--- config.mk ---
export PLATFORM = sky130hd
export DESIGN_NAME = sync_fifo
export DESIGN_NICKNAME = d
export VERILOG_FILES = /design/src/rtl/sync_fifo.sv
export SDC_FILE = /design/constraint.sdc
export NUM_CORES = 1
export LEC_CHECK = 0
export BUFFER_PORTS_ARGS = -buffer_cell sky130_fd_sc_hd__buf_2
export CAP_MARGIN = 30
export CORE_MARGIN = 5
export CORE_UTILIZATION = 57
export DETAILED_ROUTE_END_ITERATION = 16
export PLACE_DENSITY_LB_ADDON = 0.1
export SYNTH_ARGS = -nofsm -noshare
export SYNTH_HDL_FRONTEND = slang
export SYNTH_SLANG_ARGS = --single-unit
--- constraint.sdc ---
create_clock -name clk -period 11.8 [get_ports clk]
set_input_delay 2.36 -clock clk [delete_from_list [all_inputs] [get_ports clk]]
set_output_delay 2.36 -clock clk [all_outputs]
set_load 0.01 [all_outputs]
--- src/rtl/sync_fifo.sv ---
// Single-clock FIFO with first-word-fall-through output: the head word is visible
// on data_out whenever the FIFO holds data, and reads pop it with zero latency.
module sync_fifo #(
    parameter int unsigned DATA_WIDTH = 64,
    parameter int unsigned DEPTH      = 8
) (
    input  logic                  clk,
    input  logic                  rst,
    input  logic                  w_enable,
    input  logic                  r_enable,
    input  logic [DATA_WIDTH-1:0] data_in,
    output logic [DATA_WIDTH-1:0] data_out,
    output logic                  full,
    output logic                  empty
);

    localparam int unsigned PTR_W = (DEPTH > 1) ? $clog2(DEPTH) : 1;
    localparam int unsigned CNT_W = $clog2(DEPTH + 1);

    logic [DATA_WIDTH-1:0] mem [DEPTH];
    logic [PTR_W-1:0]      wr_ptr;
    logic [PTR_W-1:0]      rd_ptr;
    logic [CNT_W-1:0]      count;

    logic                  wr_accept;
    logic                  rd_accept;
    logic [PTR_W-1:0]      wr_ptr_nxt;
    logic [PTR_W-1:0]      rd_ptr_nxt;
    logic [CNT_W-1:0]      count_nxt;

    // Acceptance uses the flags as held before the edge; pointers wrap by compare.
    always_comb begin
        wr_accept  = w_enable && !full;
        rd_accept  = r_enable && !empty;
        wr_ptr_nxt = wr_ptr;
        rd_ptr_nxt = rd_ptr;
        count_nxt  = count;
        if (wr_accept) begin
            wr_ptr_nxt = (wr_ptr == PTR_W'(DEPTH - 1)) ? '0 : wr_ptr + PTR_W'(1);
        end
        if (rd_accept) begin
            rd_ptr_nxt = (rd_ptr == PTR_W'(DEPTH - 1)) ? '0 : rd_ptr + PTR_W'(1);
        end
        if (wr_accept && !rd_accept) begin
            count_nxt = count + CNT_W'(1);
        end else if (rd_accept && !wr_accept) begin
            count_nxt = count - CNT_W'(1);
        end
    end

    // Flags are registered from the next count so they track count exactly.
    always_ff @(posedge clk) begin
        if (rst) begin
            wr_ptr <= '0;
            rd_ptr <= '0;
            count  <= '0;
            empty  <= 1'b1;
            full   <= 1'b0;
        end else begin
            wr_ptr <= wr_ptr_nxt;
            rd_ptr <= rd_ptr_nxt;
            count  <= count_nxt;
            empty  <= (count_nxt == '0);
            full   <= (count_nxt == CNT_W'(DEPTH));
        end
    end

    // Storage is never cleared; only accepted writes touch it.
    always_ff @(posedge clk) begin
        if (!rst && wr_accept) begin
            mem[wr_ptr] <= data_in;
        end
    end

    assign data_out = empty ? '0 : mem[rd_ptr];

endmodule

# ---- Word level (Yosys, flattened, before mapping)
# Memory sizes are Yosys's and may differ from the RTL's. A register that Yosys moved wholly into a read port is not among the register bits.
# Index checks and enable logic that the tools add are counted.
dict set report word_totals {
  inputBits 68
  latchBits 0
  mem_count 1
  rom_bits 0
  regBits 12
  out_inout_bits 66
  mem_bits_rw 512
  wordCells 33
}
dict set report op_classes {
  n_lt_le_gt_ge 0
  shift 0
  mul 0
  n_eq_ne 3
  muxes 9
  n_bitwise 0
  div_mod_pow 0
  reduce_logical 11
  add_sub_neg 4
}
# name depth word_bits read_ports rd_clocked_by_memory_dff write_ports line_no
set mem_list {}
lappend mem_list {mem 8 64 1 1 1 20} ;# logic [DATA_WIDTH-1:0] mem [DEPTH];
# operator count
set ops {}
lappend ops {{$mux W64} 1}
lappend ops {{$mux W3} 4}
lappend ops {{$mux W4} 2}
lappend ops {{$add A3 B1 Y3 const B} 2}
lappend ops {{$eq A3 B3 Y1 const B} 2}
lappend ops {{$logic_and A1 B1 Y1} 5}
lappend ops {{$logic_not A1 Y1} 5}
lappend ops {{$add A4 B1 Y4 const B} 1}
lappend ops {{$eq A4 B4 Y1 const B} 1}
lappend ops {{$logic_not A4 Y1} 1}
lappend ops {{$sub A4 B1 Y4 const B} 1}
lappend ops {{$mux W1} 2}

# ---- Logic depth before layout (Yosys ltp)
# Gate-level depths: netlist of run 1.
dict set report logic_depth {
  word_depth 7
  mapped_depth 6
  ltp_nobuf 6
}

# ---- Worst setup path after synthesis of run 1
# Ideal clock, no wire load.
dict set report synth_path {
  path_type {input -> register}
  startpoint {input w_enable}
  endpoint {memory mem[0][0], enable pin}
  path_buffers 1
  setup_ps 565
  arrival_ps 7275
  cell_stages 4
  required_time_ps 11235
  setup_slack_ps 3961
  path_cell_list {nand2b_1 buf_4 or3_1 nor3_1}
}
dict set report synth_between {
  elab_chain_len 4
}
# element line_no
set synth_lines {}
lappend synth_lines {{from (decl)} 9} ;# input logic w_enable,
lappend synth_lines {{$logic_and A1 B1 Y1} 33} ;# wr_accept = w_enable && !full;
lappend synth_lines {{$logic_and A1 B1 Y1} 70} ;# if (!rst && wr_accept) begin
lappend synth_lines {{$mux W1} 70}
lappend synth_lines {{$mux W1 (implied by the code)} 71} ;# mem[wr_ptr] <= data_in;
lappend synth_lines {{to (decl)} 20}
# Every way passes these cells.

==> results.md, run 1 <==
- **detailed-routing iteration count for the pre-antenna-repair pass** 5
- **number of unique standard cell types used by synthesis** 31
- **startpoint class of the critical path** flip-flop
- **total chip power** 4.07 mW
- **Critical Setup Path Class** reg2out
- **synthesized net count** 970
- **pwr dens** 177 nW/um^2
- **netlist area before placement** 20100 sq um
- **data arrival time of the critical path** 3.13 ns
- **# IOs** 134
- **post-CTS setup-driven buffer insertion count** 0
- **Yosys warning total** 0
- **GR Overflow Total** 0
- **leakage component of the power** 7.32 nW
- **Chip Height** 198 um
- **CTS hold repair buffers** 0
- **hold-critical path depth** 2
- **skew final** 0.0137 ns
- **run status** completed
- **via-per-instance ratio** 5.91
- **number of antenna violations at the first check in global routing** 5
- **clock tree from TritonCTS** yes
- **total instance count after detailed placement** 1456
- **most instantiated library cell after synthesis** edfxtp_1
- **Peak Freq** 182 MHz
- **fraction of post-synthesis cell area in the top cell type by area** 76.5%
- **area inside the core boundary** 34700 sq um
- **# DRC** 0
- **Sinks on Clock Net** 527
- **Longest Clk Path Bufs** 3
- **final instance area** 23000 sq um
- **net count of the finished layout** 1130
- **clk slew on worst S/H paths** 0.06 ns
- **number of hold-slack violations in the final timing report** 0
- **depth of the worst register-to-register path** 4
- **final clock period utilization by the worst path** 46.5%
- **final critical-path required period** 5.49 ns
- **antenna-violating nets left** 0
- **data required time of the critical path** 9.44 ns
- **number of setup violations in the final report** 0
- **post-route non-filler standard cell count** 1549
- **number of slew-limit violations in the final report** 0
- **biggest area consumer among synthesized cells** edfxtp_1
- **PnR worst setup slack** 6.31 ns
- **Mean Syn Cell Area** 22.4 sq um
- **share of the yosys chip area belonging to registers** 78.0%
- **Mapped Cells** 896
- **Max VDD drop** 165 uV
- **DIE AREA** 39100 sq um
- **area overhead of the layout relative to synthesis** 14.6%
- **placed instance area** 21300 sq um
- **pre-CTS setup slack** 6.63 ns
- **cell at the root of the clock tree** clkbuf_16
- **RSZ-0062 raised after global routing** no
- **Detail Placement HPWL** 19800 um
- **largest fanout on the critical path** 101
- **max capacitance violation total** 0
- **post-synthesis register bit count** 527
- **number of port buffers** 133
- **final hold slack** 0.472 ns
- **later-pin clock latency in the skew report** 0.56 ns
- **std cell rows** 68
- **Critical Path End Type** output port
- **post-cts repair resize count** 0
- **Primary FF master, synth** edfxtp_1
- **post-detailed-routing wire length** 38400 um
- **most area-consuming cells after synthesis** edfxtp_1, mux4_2, mux2i_1
- **worst relative slew slack** 35.7%
- **all-layer global routing usage** 20.0%
- **drt initial violations** 578
- **number of global-route vias before repair** 9696
- **EDFF count, synth** 512
- **# H-tree levels** 2
- **maximum number of pins on one net before global-route repair** 102
- **Hold Crit Class** reg2reg
- **effective utilization at floorplan** 57.9%
- **Async S/R FF share, synth** 0%
- **detail-routed net length per standard cell** 24.8 um
- **final weighted congestion of routability-driven global placement** 0.714
- **worst-margin pin slew** 0.964 ns
- **number of vias after detailed routing** 9156
- **fraction of layout instances using a drive strength above 1** 33.2%
- **horizontal extent of the die** 198 um
- **final sum of negative setup slack** 0 ns
- **CTS buffer count** 52
- **post-layout util** 66.3%
- **global-route wire length before repair** 59000 um
- **leading cell types by count after synthesis** edfxtp_1, mux4_2, nor2_1
==> cells in the final DEF, fill, tap and decap left out, drive strengths merged, types with 5 or more instances in the layout <==
| cell | netlist | layout |
|---|---|---|
| edfxtp | 512 | 512 |
| buf | 35 | 150 |
| mux4 | 128 | 128 |
| nor2 | 76 | 76 |
| clkbuf | 9 | 69 |
| mux2i | 64 | 64 |
| dfxtp | 15 | 15 |
| clkinv | 0 | 14 |
| nand2 | 10 | 10 |
| a21oi | 8 | 8 |
| ha | 6 | 6 |
| bufinv | 0 | 6 |
| nand3 | 5 | 5 |
==> final timing paths <==
path,slack (ns),start,to
hold reg to reg,0.47,rd_ptr[2],flip-flop
setup / recovery,6.31,flip-flop,data_out[30]
setup reg to reg,8.76,full,mem[2][28]
hold / removal,0.47,rd_ptr[2],flip-flop
==> power by group <==
group / internal [mW] / switching (mW) / total (mW)
logic: 0.158 / 0.189 / 0.347
clock network: 0.964 / 0.646 / 1.61
registers: 2.08 / 0.0249 / 2.11
total: 3.21 / 0.860 / 4.07
==> layout make-up <==
| cell class | count | area (sq um) |
|---|---|---|
| Inverter | 3 | 11.3 |
| Clock inverter | 21 | 264 |
| Antenna cell | 2 | 5.00 |
| Clock buffer | 69 | 1410 |
| Fill cell | 2268 | 11700 |
| Timing Repair Buffer | 150 | 866 |
| Tap cell | 455 | 569 |
| Sequential cell | 527 | 15700 |
| Multi-Input combinational cell | 322 | 4210 |
==> routing by layer <==
metal	routed length, um	global-route usage (%)
met1	16500	29.0
met2	19000	32.6
met3	2210	3.74
met4	620	4.31
met5	43	0
==> logic make-up (layout without fill, tap and decap cells) <==
group / count (synthesis) / after routing / synth area share, %
buffers and inverters: 47 / 243 / 1.28
xor gates and xnor gates: 3 / 3 / 0.131
DFF: 527 / 527 / 78.0
AOI/OAI and AO/OA: 16 / 16 / 0.486
adders and majority gates: 6 / 6 / 0.374
and+or+nand+nor: 105 / 105 / 2.17
muxes: 192 / 192 / 17.5
other: 0 / 2 / 0
==> worst max-delay path: stages, from the launching register on <==
cell	delay (ns)
dfxtp_4	0.71
buf_12	0.67
mux4_2	0.60
mux2i_1	0.17
nor2_1	0.09
buf_2	0.20
==> registers in the layout (all words and copies together), names as in the netlist, named ones only <==
signal  cells
mem       512
count       4
rd_ptr      3
wr_ptr      3
empty       1
full        1
Note: power is estimated with default switching activity, not from simulation.
==> run 2, diff against run 1 <==
Settings changed: CORE_UTILIZATION 57 to 54.
Clock period 11.8 ns to 5 ns, I/O delays scaled along.
==> results.md, run 2 (synthesis results as in run 1) <==
- **delay contributed by the slowest stage of the critical path** 0.90 ns
- **drt initial violations** 708
- **clock tree from TritonCTS** yes
- **crit-path cells** buf_12, mux4_2, mux2i_1, nor2_1, buf_2
- **leakage component of the power** 7.32 nW
- **# IOs** 134
- **pwr dens** 408 nW/um^2
- **Peak Freq** 255 MHz
- **switching power** 2.06 mW
- **clk slew on worst S/H paths** 0.06 ns
- **skew final** 0.0185 ns
- **fraction of layout instances using a drive strength above 1** 33.3%
- **final sum of negative setup slack** 0 ns
- **worst relative slew slack** 39.6%
- **post-route non-filler standard cell count** 1581
- **detail-routed net length per standard cell** 24.9 um
- **worst-margin pin slew** 0.906 ns
- **Sinks on Clock Net** 527
- **area inside the core boundary** 36700 sq um
- **Reg power frac** 53.1%
- **combinational group share of total power** 8.9%
- **via-per-instance ratio** 5.84
- **switching share of power** 22.0%
- **top library cells by usage in the layout, fill and taps aside** edfxtp_1, buf_2, mux4_2
- **number of vias after detailed routing** 9240
- **Longest Clk Path Bufs** 3
- **number of hold-slack violations in the final timing report** 0
- **area overhead of the layout relative to synthesis** 14.6%
- **all-layer global routing usage** 19.6%
- **number of setup violations in the final report** 0
- **CTS hold repair buffers** 0
- **antenna-violating nets left** 0
- **run status** completed
- **number of port buffers** 133
- **std cell rows** 70
- **Critical Setup Path Class** reg2out
- **critical-path cell with the highest stage delay** dfxtp_4
- **later-pin clock latency in the skew report** 0.59 ns
- **cell at the root of the clock tree** clkbuf_16
- **filler instances** 2562
- **Max VDD drop** 294 uV
- **commonest non-fill, non-tap cell in the layout** edfxtp_1
- **number of global-route vias before repair** 9900
- **# H-tree levels** 2
- **Bufs and invs on worst path** 2
- **DIE AREA** 41200 sq um
- **Cell Int Power** 7.32 mW
- **largest fanout on the critical path** 39
- **net count of the finished layout** 1143
- **GR Overflow Total** 0
- **category of cells accounting for the largest share of critical-path delay** flip-flops
- **data arrival time of the critical path** 2.92 ns
- **number of slew-limit violations in the final report** 0
- **RSZ-0062 raised after global routing** no
- **final hold slack** 0.467 ns
- **post-detailed-routing wire length** 39300 um
- **Chip Height** 203 um
- **total instance count after detailed placement** 1482
- **final instance area** 23000 sq um
- **area occupied by multi-input gates** 4230 sq um
- **max capacitance violation total** 0
- **Critical Path End Type** output port
- **Top Registers** mem x512, count x4
- **detailed-routing iteration count for the pre-antenna-repair pass** 4
- **number of antenna violations at the first check in global routing** 5
- **startpoint class of the critical path** flip-flop
- **flip-flop count of the largest register after layout** 512
- **clock network fraction of design power** 38.0%
- **final weighted congestion of routability-driven global placement** 0.697
- **sequential cell area in the final layout** 15700 sq um
- **CTS buffer count** 53
- **data required time of the critical path** 4.00 ns
- **post-CTS setup-driven buffer insertion count** 0
- **register containing the most flip-flops in the final layout** mem
- **Detail Placement HPWL** 21600 um
- **post-cts repair resize count** 0
- **Hold Crit Class** reg2reg
- **placed instance area** 21500 sq um
- **final clock period utilization by the worst path** 78.5%
- **effective utilization at floorplan** 54.7%
- **global-route wire length before repair** 60700 um
- **maximum number of pins on one net before global-route repair** 57
- **# DRC** 0
- **final critical-path required period** 3.92 ns
- **horizontal extent of the die** 203 um
## run 2: path summary, 6_finish.rpt
kind,startpoint,to,slack [ns],cells after the start
setup / recovery,flip-flop,data_out[4],1.08,5
hold / removal,rd_ptr[1],flip-flop,0.47,2
setup reg to reg,full,mem[1][43],2.52,4
hold reg to reg,rd_ptr[1],flip-flop,0.47,2
## run 2: power by group through the flow
stage	registers (mW)	clock network [mW]	logic, mW
final	4.98	3.57	0.836
after detailed placement	5.08	0	0.855
after CTS	4.99	3.66	0.857
after global placement	5.08	0	0.846
after floorplan	5.04	0	0.572
after global routing	4.99	3.87	0.919
## run 2: worst reg2reg max path: cells and delay by family (launching register included)
kind	cells	cell delay [ns]
buffers and inverters	1	0.65
DFF	1	0.31
and+or+nand+nor	3	1.14
## run 2: through the flow
stage / power, mW / util, % / worst slack, ns
5_1_grt: 9.79 / 62.7 / 0.839
3_3_place_gp: 5.92 / 58.5 / 1.62
6_report: 9.38 / 62.7 / 1.08
4_1_cts: 9.51 / 62.7 / 0.963
2_1_floorplan: 5.61 / - / 0.254
3_5_place_dp: 5.93 / 58.5 / 1.59
## run 2: per-layer routing
layer	routed length (um)	track usage, %	share of wire (%)
met3	2320	4.14	5.9
met4	750	5.46	1.9
met1	17200	28.6	44
met2	18900	30.9	48
met5	61	0	0.16
## run 2: area by class of cell
type	instances	share of cell area [%]
antenna	1	0.0109
timing repair buffer	162	4.11
inverter	3	0.0489
clock buffer	77	6.34
clock inverter	21	0.440
sequential	527	68.2
multi-input combinational	322	18.4
tap	468	2.54
==> run 3, diff against run 2 <==
Settings changed: ABC_AREA set to 1, CORE_UTILIZATION 54 to 57.
Clock period 5 ns to 4 ns, I/O delays scaled along.
==> results.md, run 3 <==
- **run status** completed
- **Detail Placement HPWL** 24300 um
- **worst r2r src** full
- **Peak Freq** 289 MHz
- **number of global-route vias before repair** 13200
- **commonest non-fill, non-tap cell in the layout** nor2_1
- **clock tree from TritonCTS** yes
- **number of slew-limit violations in the final report** 0
- **fraction of post-synthesis cell area in the top cell type by area** 73.6%
- **number of antenna violations at the first check in global routing** 8
- **number of hold-slack violations in the final timing report** 0
- **netlist area before placement** 20900 sq um
- **pre-CTS setup slack** 1.16 ns
- **final clock period utilization by the worst path** 86.5%
- **antenna-violating nets left** 0
- **detail-routed net length per standard cell** 20.8 um
- **clk slew on worst S/H paths** 0.06 ns
- **cell at the root of the clock tree** clkbuf_16
- **# IOs** 134
- **post-route non-filler standard cell count** 2319
- **post-detailed-routing wire length** 48300 um
- **number of setup violations in the final report** 0
- **top library cells by usage in the layout, fill and taps aside** nor2_1, edfxtp_1, o21ai_0
- **depth of the worst register-to-register path** 6
- **flip-flop count of the largest register after layout** 512
- **Async S/R FF share, synth** 0%
- **Worst Hold Endpoint** mem[3][2]
- **number of vias after detailed routing** 13300
- **drt initial violations** 971
- **via-per-instance ratio** 5.72
- **RSZ-0062 raised after global routing** no
- **share of the yosys chip area belonging to registers** 75.0%
- **CTS buffer count** 52
- **data arrival time of the critical path** 2.66 ns
- **later-pin clock latency in the skew report** 0.59 ns
- **Longest Clk Path Bufs** 3
- **worst-margin pin slew** 0.936 ns
- **largest fanout on the critical path** 75
- **startpoint class of the critical path** flip-flop
- **effective utilization at floorplan** 57.4%
- **final critical-path required period** 3.46 ns
- **final instance area** 23700 sq um
- **Hold Crit Class** in2reg
- **CTS hold repair buffers** 0
- **leakage component of the power** 8.23 nW
- **# H-tree levels** 2
- **Yosys warning total** 0
- **fraction of layout instances using a drive strength above 1** 13.5%
- **Top Registers** mem x512, count x4
- **data required time of the critical path** 3.20 ns
- **number of port buffers** 133
- **most instantiated library cell after synthesis** nor2_1
- **register containing the most flip-flops in the final layout** mem
- **PnR worst setup slack** 0.540 ns
- **Mapped Cells** 1694
- **Chip Height** 201 um
- **area inside the core boundary** 36400 sq um
- **worst flop-to-flop path endpoint** mem[2][40]
- **biggest area consumer among synthesized cells** edfxtp_1
- **post-cts repair resize count** 0
- **final weighted congestion of routability-driven global placement** 0.745
- **Critical Setup Path Class** reg2out
- **skew final** 0.0190 ns
- **post-CTS setup-driven buffer insertion count** 0
- **post-layout util** 65.1%
- **hold-critical path depth** 1
- **detailed-routing iteration count for the pre-antenna-repair pass** 5
- **maximum number of pins on one net before global-route repair** 135
- **horizontal extent of the die** 201 um
- **final sum of negative setup slack** 0 ns
- **synthesized net count** 1768
- **Critical Path End Type** output port
- **GR Overflow Total** 0
- **all-layer global routing usage** 23.7%
- **global-route wire length before repair** 75400 um
- **slack of the worst reg-to-reg path** 1.78 ns
- **number of unique standard cell types used by synthesis** 24
- **Sinks on Clock Net** 527
- **total instance count after detailed placement** 2221
- **std cell rows** 70
- **leading cell types by count after synthesis** nor2_1, edfxtp_1, o21ai_0
- **post-synthesis register bit count** 527
- **EDFF count, synth** 512
- **# DRC** 0
- **total chip power** 12.9 mW
- **pwr dens** 543 nW/um^2
- **most area-consuming cells after synthesis** edfxtp_1, nor2_1, o21ai_0
- **Mean Syn Cell Area** 12.3 sq um
- **final hold slack** 0.472 ns
- **worst relative slew slack** 37.6%
- **max capacitance violation total** 0
- **area overhead of the layout relative to synthesis** 13.5%
- **DIE AREA** 40600 sq um
- **net count of the finished layout** 1882
- **placed instance area** 22100 sq um
- **Primary FF master, synth** edfxtp_1
- **Max VDD drop** 391 uV
- **Min-Delay Startpoint** data_in[2]
run 3: kinds of logic after synthesis:
kind of cell    share of synthesized area, %
simple gates                            13.1
flops                                   75.0
compound gates                          8.40
buf+inv                                 3.14
fa+ha+maj                              0.359
run 3: layer usage:
metal  vias up  track usage, %  wire [um]
li1       6263               -          -
met1      6531            32.4      20600
met2       369            39.8      23900
met3        81            5.08       3000
met4        14            5.05        769
met5         -               0         95
run 3: cell type report:
type | instances | area [sq um]
clock inverter | 28 | 230
tap | 468 | 586
inverter | 19 | 78.8
timing repair buffer | 165 | 1100
multi-input combinational | 1043 | 4630
sequential | 527 | 15700
fill | 2722 | 12700
antenna | 1 | 2.50
clock buffer | 68 | 1410
run 3: critical path, stage by stage, from the launching register on:
cell and delay [ns]:
dfxtp_4 0.39, inv_6 0.41, buf_12 0.35, o21ai_0 0.14
nand3_1 0.09, nand2_1 0.07, a31oi_1 0.37, buf_2 0.21
run 3: worst max-delay path by stage:
| stage | start | end | slack (ns) |
|---|---|---|---|
| 3_3_place_gp | flip-flop | data_out[43] | 1.20 |
| 3_5_place_dp | flip-flop | data_out[13] | 1.16 |
| 6_report | flip-flop | data_out[1] | 0.54 |
| 5_1_grt | flip-flop | data_out[1] | 0.35 |
| 4_1_cts | flip-flop | data_out[1] | 0.50 |
| 2_1_floorplan | w_enable | mem[0][0] | -0.34 |
run 3: where the power goes:
part	switching (mW)	total (mW)	internal, mW	leakage (nW)
registers	0.0494	6.23	6.18	4.75
clock network	1.97	4.70	2.73	0.799
logic	1.35	1.95	0.603	2.68
total	3.37	12.9	9.52	8.23
